<file path="config.mk">
export PLATFORM = sky130hd
export DESIGN_NAME = gso_angle_extract
export DESIGN_NICKNAME = d
export VERILOG_FILES = /design/src/rtl/gso_pkg.sv /design/src/rtl/gso_angle_extract.sv
export SDC_FILE = /design/constraint.sdc
export NUM_CORES = 1
export LEC_CHECK = 0
export CAP_MARGIN = 30
export CORE_ASPECT_RATIO = 0.8
export CORE_MARGIN = 5
export CORE_UTILIZATION = 48
export CTS_CLUSTER_SIZE = 8
export DETAILED_ROUTE_END_ITERATION = 10
export PLACE_DENSITY = 0.79
export SYNTH_ARGS = -nofsm -noshare
export SYNTH_HDL_FRONTEND = slang
export SYNTH_SLANG_ARGS = --single-unit
</file>
<file path="constraint.sdc">
create_clock -name clk -period 3.26 [get_ports clk]
set_clock_uncertainty 0.1 [all_clocks]
set_input_delay 0.652 -clock clk [delete_from_list [all_inputs] [get_ports clk]]
set_output_delay 0.652 -clock clk [all_outputs]
set_load 0.02 [all_outputs]
</file>
<file path="src/rtl/gso_pkg.sv">
// Shared types and constants for the GSO rotation / angle-extraction blocks.
// Holds the sequencer state encoding, angle scaling constants and a flat-vector slice helper.
package gso_pkg;

  typedef enum logic [1:0] {
    IDLE  = 2'd0,
    ISSUE = 2'd1,
    WAIT  = 2'd2,
    DONE  = 2'd3
  } gso_state_t;

  // Angles are two's complement with +/-pi at +/-2^(ANGLE_WIDTH-1).
  localparam int GSO_ANGLE_WIDTH = 16;
  localparam int ANGLE_PI        = 2 ** (GSO_ANGLE_WIDTH - 1);
  localparam int ANGLE_HALF_PI   = ANGLE_PI / 2;

  // Widest flat vector the slice helper accepts.
  localparam int FLAT_MAX = 512;

  // Element idx of a flat vector whose elements are width bits wide; caller truncates.
  function automatic logic [31:0] elem_slice(input logic [FLAT_MAX-1:0] flat,
                                             input int idx,
                                             input int width);
    logic [FLAT_MAX-1:0] sh;
    sh = flat >> (idx * width);
    return sh[31:0];
  endfunction

endpackage

</file>
<file path="src/rtl/gso_angle_extract.sv">
// Extracts N_DIM-1 hyperspherical angles and the norm of one vector using a shared vectoring CORDIC.
// Per-stage latency 2+L (L = CORDIC latency); optional GSO_VEC_WATCHDOG_EN adds a WAIT timeout and sticky err.
module gso_angle_extract
  import gso_pkg::*;
#(
  parameter int DATA_WIDTH  = 16,
  parameter int ANGLE_WIDTH = 16,
  parameter int N_DIM       = 7
`ifdef GSO_VEC_WATCHDOG_EN
  ,
  parameter int WDOG_CYCLES = 64
`endif
) (
  input  logic                             clk,
  input  logic                             rst,
  input  logic                             en,
  input  logic [DATA_WIDTH*N_DIM-1:0]      w_in_flat,
  input  logic                             cordic_vec_opvld,
  input  logic [DATA_WIDTH-1:0]            cordic_vec_xout,
  input  logic [ANGLE_WIDTH-1:0]           vec_angle_out,
  output logic                             cordic_vec_en,
  output logic [DATA_WIDTH-1:0]            cordic_vec_xin,
  output logic [DATA_WIDTH-1:0]            cordic_vec_yin,
  output logic                             cordic_vec_angle_calc_en,
  output logic [ANGLE_WIDTH*(N_DIM-1)-1:0] thetas_out_flat,
  output logic [DATA_WIDTH-1:0]            norm_out,
  output logic                             busy,
  output logic                             done
`ifdef GSO_VEC_WATCHDOG_EN
  ,
  output logic                             err
`endif
);

  localparam int JW = (N_DIM > 2) ? $clog2(N_DIM - 1) : 1;
  localparam logic [JW-1:0] J_LAST = JW'(N_DIM - 2);

  gso_state_t                    state;
  logic [JW-1:0]                 j;
  logic [DATA_WIDTH*N_DIM-1:0]   w_lat;
  logic [DATA_WIDTH-1:0]         r;
  logic [DATA_WIDTH-1:0]         elem_x;
  logic [DATA_WIDTH-1:0]         elem_y;
  logic [DATA_WIDTH-1:0]         mag_sat;

`ifdef GSO_VEC_WATCHDOG_EN
  localparam int WDW = $clog2(WDOG_CYCLES + 1);
  logic [WDW-1:0] wdog_cnt;
`endif

  assign elem_x = DATA_WIDTH'(elem_slice(FLAT_MAX'(w_lat), 0, DATA_WIDTH));
  assign elem_y = DATA_WIDTH'(elem_slice(FLAT_MAX'(w_lat), int'(j) + 1, DATA_WIDTH));

  // The CORDIC magnitude is unsigned; anything past the signed range clamps to max positive.
  assign mag_sat = cordic_vec_xout[DATA_WIDTH-1] ? {1'b0, {(DATA_WIDTH-1){1'b1}}}
                                                 : cordic_vec_xout;

  always_ff @(posedge clk) begin
    if (rst) begin
      state                    <= IDLE;
      j                        <= '0;
      w_lat                    <= '0;
      r                        <= '0;
      cordic_vec_en            <= 1'b0;
      cordic_vec_angle_calc_en <= 1'b0;
      cordic_vec_xin           <= '0;
      cordic_vec_yin           <= '0;
      thetas_out_flat          <= '0;
      norm_out                 <= '0;
      busy                     <= 1'b0;
      done                     <= 1'b0;
`ifdef GSO_VEC_WATCHDOG_EN
      wdog_cnt                 <= '0;
      err                      <= 1'b0;
`endif
    end else begin
      cordic_vec_en            <= 1'b0;
      cordic_vec_angle_calc_en <= 1'b0;
      done                     <= 1'b0;
      case (state)
        IDLE: begin
          if (en) begin
            w_lat <= w_in_flat;
            j     <= '0;
            busy  <= 1'b1;
            state <= ISSUE;
`ifdef GSO_VEC_WATCHDOG_EN
            err   <= 1'b0;
`endif
          end
        end
        ISSUE: begin
          cordic_vec_en            <= 1'b1;
          cordic_vec_angle_calc_en <= 1'b1;
          cordic_vec_xin           <= (j == '0) ? elem_x : r;
          cordic_vec_yin           <= elem_y;
          state                    <= WAIT;
`ifdef GSO_VEC_WATCHDOG_EN
          wdog_cnt                 <= '0;
`endif
        end
        WAIT: begin
          if (cordic_vec_opvld) begin
            thetas_out_flat[int'(j)*ANGLE_WIDTH +: ANGLE_WIDTH] <= vec_angle_out;
            r <= mag_sat;
            if (j == J_LAST) begin
              state <= DONE;
            end else begin
              j     <= j + 1'b1;
              state <= ISSUE;
            end
          end
`ifdef GSO_VEC_WATCHDOG_EN
          // Timeout abandons the vector: thetas not yet written keep their old values.
          else if (wdog_cnt == WDW'(WDOG_CYCLES)) begin
            err   <= 1'b1;
            done  <= 1'b1;
            busy  <= 1'b0;
            state <= IDLE;
          end else begin
            wdog_cnt <= wdog_cnt + 1'b1;
          end
`endif
        end
        DONE: begin
          norm_out <= r;
          done     <= 1'b1;
          busy     <= 1'b0;
          state    <= IDLE;
        end
        default: state <= IDLE;
      endcase
    end
  end

endmodule

</file>
==> out/summary.txt <==
MaxCap Viol Count: 0
Worst-Margin Slew: 724.7 ps
Post-CTS resize count: 0
Max Root-Sink Buffers: 3
WL/cell: 18.58 microns
Final hold violation count: 0
RSZ-0062 raised after global routing: false
Core Region: 0.02256 sq mm
Max_slew headroom: 0.5169
Syn Nets: 1478
Setup ws final: 838.7 ps
Fillers: 1860
Commonest non-fill, non-tap cell in the layout: clkdlybuf4s50_1
Post-CTS Setup Repair Bufs: 0
Area of the multi-input gates: 0.004987 sq mm
Syn_area_per_cell: 8.330 sq um
Worst min-delay path class: reg -> reg
Number of synthesized register bits: 278
Arrival time worst endpoint: 2670 ps
Pin count of the biggest net entering global routing: 167
M3 GR Usage: 0.07821
Max Slew Vio Count: 0
Die ar.: 0.02611 sq mm
Final cycle utilization of the critical path: 0.7427
Total CTS buffers: 40
Rows: 49
Grt total ovfl: 0
Via count: 10200
Total power: 8.136 mW
DR iter-0 viols: 968
EDFF count, synth: 0
Ys async rst share: 0
R2R Setup Slk: 840 ps
HP Start: thetas_out_flat[92]$_SDFFE_PP0P_
Die W: 179.4 microns
Synth warn: 0
Final WL: 34650 microns
CP required: 3510 ps
Finished Layout Cells: 1865
Synth Cell Area: 0.01102 sq mm
Met2 usage: 0.4027
Residual DRC: 0
Top post-synthesis cells by area: dfxtp_1, nand2_1, mux2i_1
Unique masters post-synth: 34
Share of the synthesized area in the top cell type: 0.5050
Nets: 1711
Critical path, cell by cell: buf_4 > or3_1 > or4_4 > mux2i_1 > nor2_1
CP Launch Point: j[0]$_SDFFE_PP0P_
CTS root buffer: clkbuf_16
IO Pins: 296
Antenna-violating nets left: 0
Total GRT Usage: 0.2489
Clk Latency, worst-skew pair: 510 ps
R2r startpoint: j[0]$_SDFFE_PP0P_
First-pass GRT wire length: 53530 microns
Worst path slowest cell: or4_4
Startpoint types: flop
Hold bufs inserted after CTS: 0
Clock sinks: 278
CP endpoint kind: flop
Leak: 5.441 nW
Sequential fraction of the synthesis area: 0.5050
Setup TNS: 0 ps
Gpl congestion: 0.8274
FF+latch area: 0.005567 sq mm
Clock-pin slew on the worst setup and hold paths: 50 ps
Initial cell density of the core: 0.4885
Vias/cell: 5.468
Fin crit period: 2421 ps
Max VDD drop: 0.3408 mV
Share of cells above drive strength 1: 0.04490
Die H: 145.5 microns
Setup-failing EPs final: 0
Cells after DPL: 1820
Status: complete, no violations
Pwr dens: 538.5 mW/mm^2
Post-detailed-placement half-perimeter wirelength: 23600 microns
Router iterations before antenna repair: 5
Layout area overhead: 37.09%
Commonest non-fill, non-tap cells in the layout: clkdlybuf4s50_1, nand2_1, dfxtp_1, a21oi_1
Critical path class: reg -> reg
Diodes inserted: 0
Met1 global-route usage: 0.3217
CTS tree: yes
# port buffers: 294
Vias in the first global route: 9762
Post-synth top area cell: dfxtp_1
Place WS: 672.1 ps
H-tree levels: 2
Fmax: 413.0 MHz
Predominant post-synthesis flop cell: dfxtp_1
Critical path's largest stage delay: 730 ps
CP Max Fanout: 29
GRT busiest layer: met2
Initial antenna violation count: 0
Synth Instances: 1323
-- state kept, by name (all words and copies together), names as in the netlist, 2 cells and up --
signal	count
cordic_vec_yin	16
state	2
r	15
cordic_vec_xin	16
w_lat	112
j	3
thetas_out_flat	96
norm_out	15
-- logic make-up (layout without fill, tap and decap cells) --
family,Yosys count,count (layout),share of synthesized area
fa+ha+maj,7,7,0.007947
flops,278,278,0.5050
other cells,1,1,0.0003403
mux,81,81,0.07380
simple gates,549,549,0.2280
compound gates,284,284,0.1400
buf+inv,123,359,0.04496
-- layer usage --
metal / share of wire / up-vias
met4: 0.025 / 0
met2: 0.46 / 470
met1: 0.42 / 4737
li1: - / 4937
met5: 0 / -
met3: 0.099 / 54
-- Yosys cell counts, types with 4 or more instances --
cell type    n
nand2_1    290
buf_1       12
o22ai_1     32
nor3b_1      4
a21oi_1    138
mux2i_1     79
dfxtp_1    278
nor3_1       5
nor2b_1      7
nor2_1      81
nand3b_1    27
nand3_1     38
ha_1         7
clkbuf_1   100
nand4_1     29
o21ai_0     81
a211oi_1    31
nand2b_1    55
-- metrics by stage --
step                      hold WS [ps]  utilization  area [sq um]
after CTS                        350.3       0.6696         15110
final                            349.8       0.6696         15110
after detailed placement         344.2       0.6231         14060
after global routing             370.2       0.6696         15110
after global placement           340.8       0.6231         14060
after floorplan                  335.7            -         11020
-- worst paths after layout --
path                                                    endpoint  cells past startpoint
worst max-delay path            thetas_out_flat[14]$_SDFFE_PP0P_                      5
worst min-delay path            thetas_out_flat[92]$_SDFFE_PP0P_                      2
worst max register to register  thetas_out_flat[14]$_SDFFE_PP0P_                      5
worst min register to register  thetas_out_flat[92]$_SDFFE_PP0P_                      2
-- power by group --
part	total, mW	internal [mW]	leakage [nW]	switching, mW
logic	0.911	0.415	2.66	0.497
clock network	3.58	2.21	0.517	1.38
registers	3.64	3.55	2.26	0.0891
-- final cells by class --
cell class	instances	share of cell area
sequential	278	0.3684
inverter	3	0.0007453
clock buffer	43	0.06841
tap	306	0.02534
multi-input combinational	922	0.3301
clock inverter	2	0.001159
timing repair buffer	311	0.2058
-- worst max-delay path: cells and delay by family, from the launching register on --
family / cells / cell delay (ps)
and+or+nand+nor: 3 / 1300
buffers and inverters: 1 / 270
muxes: 1 / 290
DFF: 1 / 300
No activity file was read; power rests on OpenSTA's default activity.
